===== config.mk =====
export PLATFORM = sky130hd
export DESIGN_NAME = frame_capture_ctrl
export DESIGN_NICKNAME = d
export VERILOG_FILES = /design/src/rtl/frame_capture_ctrl.sv
export SDC_FILE = /design/constraint.sdc
export NUM_CORES = 1
export LEC_CHECK = 0
export BUFFER_PORTS_ARGS = -buffer_cell sky130_fd_sc_hd__buf_2
export CAP_MARGIN = 20
export CORE_AREA = 10 10 112 114
export DETAILED_ROUTE_END_ITERATION = 7
export DIE_AREA = 0 0 122 124
export PLACE_DENSITY = 0.89
export SLEW_MARGIN = 10
export SYNTH_ARGS = -nofsm -noshare
export SYNTH_HDL_FRONTEND = slang
export SYNTH_SLANG_ARGS = --single-unit
export TNS_END_PERCENT = 30

===== constraint.sdc =====
create_clock -name clk -period 3.5 [get_ports clk]
set_clock_uncertainty 0.1 [all_clocks]
set_input_delay 0.875 -clock clk [delete_from_list [all_inputs] [get_ports clk]]
set_output_delay 0.875 -clock clk [all_outputs]
set_load 0.05 [all_outputs]

===== src/rtl/frame_capture_ctrl.sv =====
// Frame capture sequencer: enables a byte-serial image source for exactly one frame at a time
// and packs the returned R,G,B byte stream into 24-bit pixels tagged with x/y and SOF/EOF.
module frame_capture_ctrl #(
  parameter int IMG_W    = 64,
  parameter int IMG_H    = 64,
  parameter int FCNT_W   = 16,
  parameter int DRAIN_TO = 8,
  localparam int XW = (IMG_W > 1) ? $clog2(IMG_W) : 1,
  localparam int YW = (IMG_H > 1) ? $clog2(IMG_H) : 1
) (
  input  logic              clk,
  input  logic              rst_n,
  input  logic              start,
  input  logic              cont,
  input  logic              abort,
  output logic              camera_en,
  input  logic              data_valid,
  input  logic [7:0]        data_in,
  output logic              pix_valid,
  output logic [23:0]       pix_rgb,
  output logic [XW-1:0]     pix_x,
  output logic [YW-1:0]     pix_y,
  output logic              pix_sof,
  output logic              pix_eof,
  output logic              busy,
  output logic              frame_done,
  output logic              aborted,
  output logic              err,
  output logic [FCNT_W-1:0] frame_count
);

  localparam int TOTAL = 3 * IMG_W * IMG_H;
  localparam int CW    = $clog2(TOTAL + 1);
  localparam int DW    = $clog2(DRAIN_TO + 1);

  localparam logic [CW-1:0] TOTAL_C    = CW'(TOTAL);
  localparam logic [CW-1:0] LAST_C     = CW'(TOTAL - 1);
  localparam logic [DW-1:0] DRAIN_LAST = DW'(DRAIN_TO - 1);
  localparam logic [XW-1:0] X_LAST     = XW'(IMG_W - 1);
  localparam logic [YW-1:0] Y_LAST     = YW'(IMG_H - 1);

  typedef enum logic [1:0] {
    S_IDLE,
    S_RUN,
    S_DRAIN
  } state_t;

  state_t        state, next_state;
  logic [CW-1:0] en_cnt;
  logic [CW-1:0] rx_cnt;
  logic [DW-1:0] drain_cnt;
  logic [1:0]    phase;
  logic [XW-1:0] x;
  logic [YW-1:0] y;
  logic [7:0]    r_byte;
  logic [7:0]    g_byte;

  logic byte_acc;     // byte counted towards the current frame
  logic rx_complete;  // frame complete, including a final byte arriving this cycle
  logic load_frame;   // clear counters and (re)enter RUN
  logic frame_end;
  logic abort_hit;
  logic timeout;

  // Abort wins over any byte in the same cycle, so a half-built pixel is never emitted.
  assign byte_acc    = data_valid && (state != S_IDLE) && (rx_cnt != TOTAL_C) && !abort;
  assign rx_complete = (rx_cnt == TOTAL_C) || (byte_acc && (rx_cnt == LAST_C));
  assign busy        = (state != S_IDLE);

  // NOTE: every output of this block gets a default first so no path can infer a latch.
  always_comb begin
    next_state = state;
    load_frame = 1'b0;
    frame_end  = 1'b0;
    abort_hit  = 1'b0;
    timeout    = 1'b0;
    case (state)
      S_IDLE: begin
        if (start && !abort) begin
          next_state = S_RUN;
          load_frame = 1'b1;
        end
      end
      S_RUN: begin
        if (abort) begin
          next_state = S_IDLE;
          abort_hit  = 1'b1;
        end else if (en_cnt == LAST_C) begin
          next_state = S_DRAIN;
        end
      end
      S_DRAIN: begin
        if (abort) begin
          next_state = S_IDLE;
          abort_hit  = 1'b1;
        end else if (rx_complete) begin
          frame_end = 1'b1;
          if (cont) begin
            next_state = S_RUN;
            load_frame = 1'b1;
          end else begin
            next_state = S_IDLE;
          end
        end else if (drain_cnt == DRAIN_LAST) begin
          next_state = S_IDLE;
          timeout    = 1'b1;
        end
      end
      default: next_state = S_IDLE;
    endcase
  end

  // NOTE: all state is updated with non-blocking assignments so every flop samples pre-edge values.
  always_ff @(posedge clk or negedge rst_n) begin
    if (!rst_n) begin
      state       <= S_IDLE;
      camera_en   <= 1'b0;
      frame_done  <= 1'b0;
      aborted     <= 1'b0;
      err         <= 1'b0;
      frame_count <= '0;
      en_cnt      <= '0;
      drain_cnt   <= '0;
    end else begin
      state      <= next_state;
      camera_en  <= (next_state == S_RUN);
      frame_done <= frame_end;
      aborted    <= abort_hit;
      if (timeout) begin
        err <= 1'b1;
      end else if (load_frame && (state == S_IDLE)) begin
        err <= 1'b0;
      end
      if (frame_end) begin
        frame_count <= frame_count + FCNT_W'(1);
      end
      if (load_frame) begin
        en_cnt <= '0;
      end else if (state == S_RUN) begin
        en_cnt <= en_cnt + CW'(1);
      end
      drain_cnt <= (state == S_DRAIN && next_state == S_DRAIN) ? drain_cnt + DW'(1) : '0;
    end
  end

  // Byte packing: R and G are held until the B byte completes the pixel.
  always_ff @(posedge clk or negedge rst_n) begin
    if (!rst_n) begin
      rx_cnt    <= '0;
      phase     <= '0;
      x         <= '0;
      y         <= '0;
      r_byte    <= '0;
      g_byte    <= '0;
      pix_valid <= 1'b0;
      pix_rgb   <= '0;
      pix_x     <= '0;
      pix_y     <= '0;
      pix_sof   <= 1'b0;
      pix_eof   <= 1'b0;
    end else begin
      pix_valid <= 1'b0;
      pix_sof   <= 1'b0;
      pix_eof   <= 1'b0;

      if (byte_acc) begin
        case (phase)
          2'd0:    r_byte <= data_in;
          2'd1:    g_byte <= data_in;
          default: begin
            pix_valid <= 1'b1;
            pix_rgb   <= {r_byte, g_byte, data_in};
            pix_x     <= x;
            pix_y     <= y;
            pix_sof   <= (x == '0) && (y == '0);
            pix_eof   <= (x == X_LAST) && (y == Y_LAST);
          end
        endcase
      end

      // A restart on the final byte of a frame takes priority over the coordinate advance.
      if (load_frame) begin
        rx_cnt <= '0;
        phase  <= '0;
        x      <= '0;
        y      <= '0;
      end else if (abort_hit) begin
        phase <= '0;
      end else if (byte_acc) begin
        rx_cnt <= rx_cnt + CW'(1);
        phase  <= (phase == 2'd2) ? 2'd0 : phase + 2'd1;
        if (phase == 2'd2) begin
          if (x == X_LAST) begin
            x <= '0;
            y <= (y == Y_LAST) ? '0 : y + YW'(1);
          end else begin
            x <= x + XW'(1);
          end
        end
      end
    end
  end

endmodule


; ---- Yosys cells after proc, flatten, opt, wreduce, memory -nomap -nowiden
; Index checks and enable logic that the tools add are counted.
[word_totals]
ff_bits = 123
inputBits = 14
[op_classes]
n_reduce_logical = 30
addsub = 7
eq_ne = 14
mux = 51
bitwise = 1
[ops]
columns = cell, count
row1 = two-way mux 14 bit, 5
row2 = two-way mux 6 bit, 11
row3 = "== test 14 bit, second input constant", 3
row4 = "adder 14 x 1 -> 14 bit, second input constant", 2
row5 = two-way mux 1 bit, 22
row6 = two-way mux 2 bit, 10
row7 = "adder 16 x 1 -> 16 bit, second input constant", 1
row8 = "inequality test 14 bit, second input constant", 1
row9 = "adder 6 x 1 -> 6 bit, second input constant", 2
row10 = "== test 6 bit, second input constant", 2
row11 = zero test 6 bit, 2
row12 = nonzero test 2 bit, 6
row13 = logical AND 1 bit, 9
row14 = AND reduction 2 bit, 4
row15 = "== test 2 x 1 -> 1 bit, second input constant", 3
row16 = "== test 2 bit, second input constant", 3
row17 = case mux 2 bit (3 select lines), 1
row18 = "adder 4 x 1 -> 4 bit, second input constant", 1
row19 = "== test 4 x 3 -> 1 bit, second input constant", 1
row20 = zero test 2 bit, 2
row21 = two-way mux 4 bit, 1
row22 = AND reduction 4 bit, 1
row23 = OR reduction 2 bit, 2
row24 = AND reduction 3 bit, 1
row25 = other kinds (7), 7

; ---- Longest topological paths before layout
; Gate-level depths: netlist of the first run.
[depth]
ltp_word = 12
ltp_mapped = 10

; ---- Worst setup path after synthesis of the first run
; Ideal clock, no wire load.
[synth_path]
path_type = reg-to-reg
start = reg state[0]
end = reg rx_cnt[0]
slack_ns = 0.798
t_required_ns = 3.268
arrival_time_ns = 2.470
path_stages_with_launch = 11
cell_sequence = dfrtp_1 > inv_1 > clkbuf_1 > ha_1 > nor2b_1 > nand2_1 > o22a_1 > clkbuf_1 > nand2_1 > clkbuf_1 > nor2_1
[synth_between]
elab_chain_cells = 11
word_cells_on_any_way = 18
[synth_rtl]
columns = item, line
row1 = start: declaration, 48  ; state_t state, next_state;
row2 = start signal: assignment, 125  ; state <= next_state;
row3 = nonzero test 2 bit, 66  ; assign byte_acc = data_valid && (state != S_IDLE) && (rx_cnt != TOTAL_C) && !abort;
row4 = logical AND 1 bit (3 in series), 66
row5 = logical AND 1 bit, 67  ; assign rx_complete = (rx_cnt == TOTAL_C) || (byte_acc && (rx_cnt == LAST_C));
row6 = logical OR 1 bit, 67
row7 = two-way mux 1 bit, 96  ; end else if (rx_complete) begin
row8 = two-way mux 1 bit, 93  ; if (abort) begin
row9 = case mux 1 bit (2 select lines), 77  ; case (state)
row10 = inequality test 2 bit (no source line) / nonzero test 2 bit (equally long branches), n/a
row11 = AND reduction 2 bit (no source line), n/a
row12 = end signal: assignment, 190  ; rx_cnt <= rx_cnt + CW'(1);
row13 = end: declaration, 50  ; logic [CW-1:0] rx_cnt;
; Several ways; a longest one is shown, not always the timed one.
; A chain may end at the register's enable or synchronous reset.

; ---- Worst setup path after layout of the first run
[layout_path]
start = reg state[1]
end = out busy
[layout_between]
elab_chain_cells = 1
[layout_rtl]
columns = item, line
row1 = nonzero test 2 bit, 68  ; assign busy = (state != S_IDLE);
row2 = end: declaration, 25  ; output logic busy,
; No other way between the ends.

==> results.sh, run 1 <==
export IMPL_fin_ws_ns=0.527
export IMPL_seqCellArea_mm2=0.00308
export IMPL_tightestPinTransition_ns=0.789
export IMPL_grt_pass1_vias=4557
export IMPL_synth_flop_cell="dfrtp_1"
export IMPL_yosysSeqAreaShare_pct=52.8
export IMPL_die_width_um=122
export IMPL_place_area_mm2=0.00638
export IMPL_r2r_start="state[1]"
export IMPL_yosys_area_top_type="dfrtp_1"
export IMPL_synth_cell_types=57
export IMPL_holdBufCountCts=0
export IMPL_rsz0062_at_grt="false"
export IMPL_slew_headroom_pct=47.2
export IMPL_yosys_warnings=0
export IMPL_core_area_mm2=0.0102
export IMPL_synth_area_mm2=0.00583
export IMPL_pin_count=74
export IMPL_synth_async_reset_ratio_pct=100
export IMPL_dp_hpwl_um=8990
export IMPL_synth_cells=524
export IMPL_cts_setup_buffers=0
export IMPL_ff2ff_path_depth=7
export IMPL_setup_tns_ns=0
export IMPL_multi_input_area_mm2=0.00260
export IMPL_path_max_fanout=8
export IMPL_antenna_found_initial=0
export IMPL_crit_arrival_ns=2.00
export IMPL_grt_max_degree=56
export IMPL_worstPathCellList="clkinv_1 > ha_1 > inv_1 > buf_2"
export IMPL_vias_per_cell=5.90
export IMPL_finalInstanceArea_mm2=0.00692
export IMPL_cp_top_family="buffers and inverters"
export IMPL_cp_end_kind="primary output"
export IMPL_h_tree_depth=4
export IMPL_crit_path_max_incr_delay_ns=0.49
export IMPL_synth_avg_cell_area_um2=11.1
export IMPL_drc=0
export IMPL_gr_usage_all_layers_pct=18.5
export IMPL_power_total_uw=4240
export IMPL_ctsResizeCount=0
export IMPL_via_count=4463
export IMPL_cts_root_buf="clkbuf_8"
export IMPL_n_antenna_cell=0
export IMPL_crit_type="reg2out"
export IMPL_report_final_slew_viol_count=0
export IMPL_start_util_pct=56.9
export IMPL_max_cap_violations=0
export IMPL_ys_ff_latch=123
export IMPL_crit_required_ns=2.52
export IMPL_routed_wl_um=13300
export IMPL_regToRegEndpoint="en_cnt[9]"
export IMPL_leakagePower_uw=0.00335
export IMPL_r2r_slack_ns=0.54
export IMPL_ys_top_cells_by_area="dfrtp_1 (53%), mux2_2 (10%), ha_1 (2.8%)"
export IMPL_clk_pin_slew_worst_paths_ns=0.06
export IMPL_setup_viol=0
export IMPL_ant_nets=0
export IMPL_fmax_ghz=0.336
export IMPL_wire_per_inst_um=17.6
export IMPL_synth_top_area_share_pct=52.8
export IMPL_period_needed_ns=2.97
export IMPL_routabilityCongestion=0.907
export IMPL_crit_start="state[1]"
export IMPL_clock_sinks=123
export IMPL_hold_viol_final=0
export IMPL_worstHoldPathType="in2async"
export IMPL_peakVddDrop_mv=0.526
export IMPL_die_h_um=124
export IMPL_synthesis_nets=551
export IMPL_pre_cts_slack_ns=0.574
export IMPL_area_delta_synth_final_pct=18.7
export IMPL_numCtsBuffers=17
export IMPL_drtIter0Drc=643
export IMPL_overflow=0
export IMPL_std_cell_rows=37
export IMPL_status="finished, final reports clean"
export IMPL_cts_tree="done"
export IMPL_synth_edf_count=0
export IMPL_final_period_utilization_pct=84.9
export IMPL_grt_pass1_wl_um=22400
export IMPL_port_buffers=73
export IMPL_dieArea_mm2=0.0151
export IMPL_worst_path_max_delay_cell="dfrtp_1"
export IMPL_nFillCells=748
export IMPL_power_density_mw_per_mm2=613
export IMPL_start_kind="register"
export IMPL_crit_buf_inv=3
export IMPL_clk_latency_ns=0.53
export IMPL_dr_pass1_iters=6
export IMPL_cts_buffer_depth=2
export IMPL_nNetsFinal=635
export IMPL_drive_gt1_share_pct=27.6
cell type report:
cell class | instances | share of cell area [%]
clock inverter | 10 | 1.36
timing repair buffer | 83 | 6.77
clock buffer | 21 | 6.35
inverter | 17 | 0.923
sequential | 123 | 44.5
tap | 136 | 2.46
multi-input combinational | 366 | 37.6
worst max-delay path by stage:
stage	end	slack, ns	cells past startpoint
after detailed placement	phase[1]	0.57	7
after global routing	en_cnt[9]	0.28	7
after floorplan	rx_cnt[0]	0.80	10
after CTS	busy	0.53	4
after global placement	en_cnt[9]	0.70	6
final	busy	0.53	4
synth_stat cells, types with 4 or more instances:
cell type	number
buf_2	7
or3_1	9
o21ai_0	9
nand2_1	37
and3_1	10
nand2b_1	4
o211ai_1	8
ha_1	13
nand4b_1	5
nor4_1	9
and2_1	4
o31ai_1	5
nand3_1	32
nand4_1	22
clkbuf_1	9
inv_1	16
mux2_2	53
nor3_1	5
nor2b_1	6
nand3b_1	5
xor2_1	18
xnor2_1	15
nor2_1	40
dfrtp_1	123
a21oi_1	11
sequential cells by signal (all words and copies together), names as in the netlist:
register / cells
pix_rgb: 24
frame_count: 16
en_cnt: 14
rx_cnt: 14
g_byte: 8
r_byte: 8
pix_x: 6
pix_y: 6
x: 6
y: 6
drain_cnt: 4
phase: 2
state: 2
aborted: 1
camera_en: 1
err: 1
frame_done: 1
pix_eof: 1
pix_sof: 1
pix_valid: 1
logic make-up after synthesis:
family                     Yosys count  share of synthesized area [%]
and+or+nand+nor                    206                           19.3
DFF                                123                           52.8
AOI/OAI and AO/OA                   60                           7.26
muxes                               54                           10.4
buffers and inverters               35                           2.47
xor gates and xnor gates            33                           4.96
adders and majority gates           13                           2.79
power breakdown:
part	internal [uW]	switching, uW
registers	1620	130
logic	301	609
clock network	953	628
total	2870	1370
per-layer routing:
metal | share of wire [%] | up-vias | GRT usage, % | wire length [um]
met1 | 40 | 2176 | 20.8 | 5310
li1 | - | 2069 | - | -
met4 | 2.3 | 0 | 7.38 | 308
met3 | 7.9 | 37 | 7.29 | 1050
met2 | 50 | 181 | 31.1 | 6650
met5 | 0 | - | 0 | 0
metrics by stage:
| stage | util, % | hold WS (ns) | std cells |
|---|---|---|---|
| 2_1_floorplan | - | 0.375 | 524 |
| 3_3_place_gp | 62.4 | 0.357 | 725 |
| 3_5_place_dp | 62.4 | 0.382 | 725 |
| 4_1_cts | 67.6 | 0.280 | 756 |
| 5_1_grt | 67.6 | 0.295 | 756 |
| 6_report | 67.6 | 0.268 | 756 |
cells in the final DEF (no fill, tap or decap), drive strengths merged, types with 8 or more instances in the layout:
cell	Yosys	layout
o21ai	9	9
nand4	22	22
buf	9	83
xnor2	15	15
mux2	53	53
nor4	9	9
clkbuf	9	21
or3	9	9
inv	16	17
ha	13	13
nand3	33	33
a21oi	11	11
and3	10	10
o211ai	8	8
dfrtp	123	123
xor2	18	18
nand2	37	37
nor2	40	40
Power figures use the tool's default switching activity.
==> inputs of run 2 (changes only) <==
clock period = 3 ns   (was 3.5 ns; I/O delays follow)
==> run 2 against run 1 <==
Compared with the run above:
- register-to-register slack worse by 0.35 ns
- final cell count is 0.93% higher
- worst hold slack got worse by 0.15 ns
- combinational power is 18% higher
- highest routed layer unchanged
==> results.sh, run 2 (synthesis gave the netlist of run 1 again) <==
export IMPL_status="finished, final reports clean"
export IMPL_report_final_slew_viol_count=0
export IMPL_power_frac_seq_pct=41.5
export IMPL_ff2ff_path_depth=9
export IMPL_start_kind="register"
export IMPL_wire_per_inst_um=17.7
export IMPL_die_width_um=122
export IMPL_std_cell_rows=37
export IMPL_r2r_slack_ns=0.19
export IMPL_dp_hpwl_um=9310
export IMPL_pwr_share_comb_pct=21.8
export IMPL_r2r_start="state[1]"
export IMPL_crit_required_ns=2.15
export IMPL_largest_register_ffs=24
export IMPL_multi_input_area_mm2=0.00261
export IMPL_mostFrequentLayoutCells="dfrtp_1 (123), buf_2 (72), mux2_2 (53), nor2_1 (40), nand2_1 (37)"
export IMPL_numCtsBuffers=17
export IMPL_grt_pass1_wl_um=22600
export IMPL_grt_pass1_vias=4560
export IMPL_period_needed_ns=2.85
export IMPL_area_delta_synth_final_pct=19.5
export IMPL_clock_sinks=123
export IMPL_h_tree_depth=4
export IMPL_drc=0
export IMPL_p_int_uw=3280
export IMPL_top_regs="pix_rgb (24), frame_count (16)"
export IMPL_switchingPower_uw=1630
export IMPL_overflow=0
export IMPL_path_max_fanout=8
export IMPL_peakVddDrop_mv=0.562
export IMPL_nFillCells=735
export IMPL_port_buffers=73
export IMPL_clkPwrFrac_pct=36.7
export IMPL_clk_latency_ns=0.54
export IMPL_nNetsFinal=641
export IMPL_setup_viol=0
export IMPL_fmax_ghz=0.351
export IMPL_drive_gt1_share_pct=29.0
export IMPL_n_antenna_cell=0
export IMPL_drtIter0Drc=395
export IMPL_gr_usage_all_layers_pct=18.7
export IMPL_leakagePower_uw=0.00340
export IMPL_whs_ns=0.121
export IMPL_max_cap_violations=0
export IMPL_cts_root_buf="clkbuf_8"
export IMPL_routabilityCongestion=0.863
export IMPL_holdBufCountCts=0
export IMPL_final_common_cell="dfrtp_1"
export IMPL_ant_nets=0
export IMPL_setup_tns_ns=0
export IMPL_worstHoldPathType="in2async"
export IMPL_dieArea_mm2=0.0151
export IMPL_clk_pin_slew_worst_paths_ns=0.06
export IMPL_hold_viol_final=0
export IMPL_switching_share_pct=33.2
export IMPL_largest_register="pix_rgb"
export IMPL_dr_pass1_iters=5
export IMPL_antenna_found_initial=0
export IMPL_crit_type="reg2out"
export IMPL_pin_count=74
export IMPL_finalInstanceArea_mm2=0.00696
export IMPL_core_area_mm2=0.0102
export IMPL_fin_cells=763
export IMPL_vias_per_cell=5.88
export IMPL_dpl_cell_count=731
export IMPL_routed_wl_um=13500
export IMPL_crit_arrival_ns=2.00
export IMPL_tightestPinTransition_ns=0.758
export IMPL_cp_end_kind="primary output"
export IMPL_power_density_mw_per_mm2=705
export IMPL_grt_max_degree=47
export IMPL_seqCellArea_mm2=0.00308
export IMPL_start_util_pct=56.9
export IMPL_cts_buffer_depth=2
export IMPL_die_h_um=124
export IMPL_slew_headroom_pct=49.3
export IMPL_via_count=4488
export IMPL_final_period_utilization_pct=94.9
export IMPL_cts_tree="done"
export IMPL_regToRegEndpoint="en_cnt[9]"
export IMPL_place_area_mm2=0.00643
[run 2: power by group through the flow]
stage               logic [uW]  clock network (uW)  registers (uW)
floorplan                  462                   0            2330
global placement          1030                   0            2040
detailed placement        1070                   0            2060
CTS                       1080                1830            2040
global route              1170                1900            2070
finish                    1070                1800            2040
[run 2: repair_timing]
| action | CTS | global route |
|---|---|---|
| resized for setup | 0 | 2 |
| endpoints found under the setup margin | 0 | 1 |
| setup buffers | 0 | 0 |
[run 2: worst max-delay path by stage]
stage	startpoint	endpoint	slack, ns	cells after the start
after floorplan	state[0]	rx_cnt[0]	0.30	10
after global placement	state[1]	y[5]	0.38	7
after detailed placement	state[1]	en_cnt[9]	0.22	8
after CTS	state[1]	en_cnt[9]	0.15	8
after global routing	state[1]	en_cnt[9]	-0.005	9
final	state[1]	busy	0.15	4
[run 2: metrics by stage]
stage	worst slack, ns	power, uW	util (%)
floorplan	0.298	2800	-
global placement	0.381	3070	62.8
detailed placement	0.215	3130	62.8
CTS	0.154	4950	67.9
global route	-0.00492	5140	68.0
finish	0.154	4910	68.0
[run 2: critical path: stages, from the launching register on]
cell	delay [ns]
dfrtp_1	0.51
clkinvlp_4	0.25
ha_1	0.28
inv_1	0.13
buf_2	0.29
[run 2: area by class of cell]
class | instances | area share (%)
well taps | 136 | 2.44
flip-flops and latches | 123 | 44.2
clock inverters | 13 | 1.31
clock buffers | 19 | 6.20
inverters | 17 | 0.971
multi-input cells | 366 | 37.5
repair buffers | 89 | 7.37
[run 2: layer usage]
metal / track usage (%) / routed length (um) / up-vias
met5: 0 / 0 / -
met4: 7.30 / 247 / 0
met3: 6.92 / 1020 / 26
met2: 31.5 / 6840 / 142
met1: 21.4 / 5410 / 2236
li1: - / - / 2084
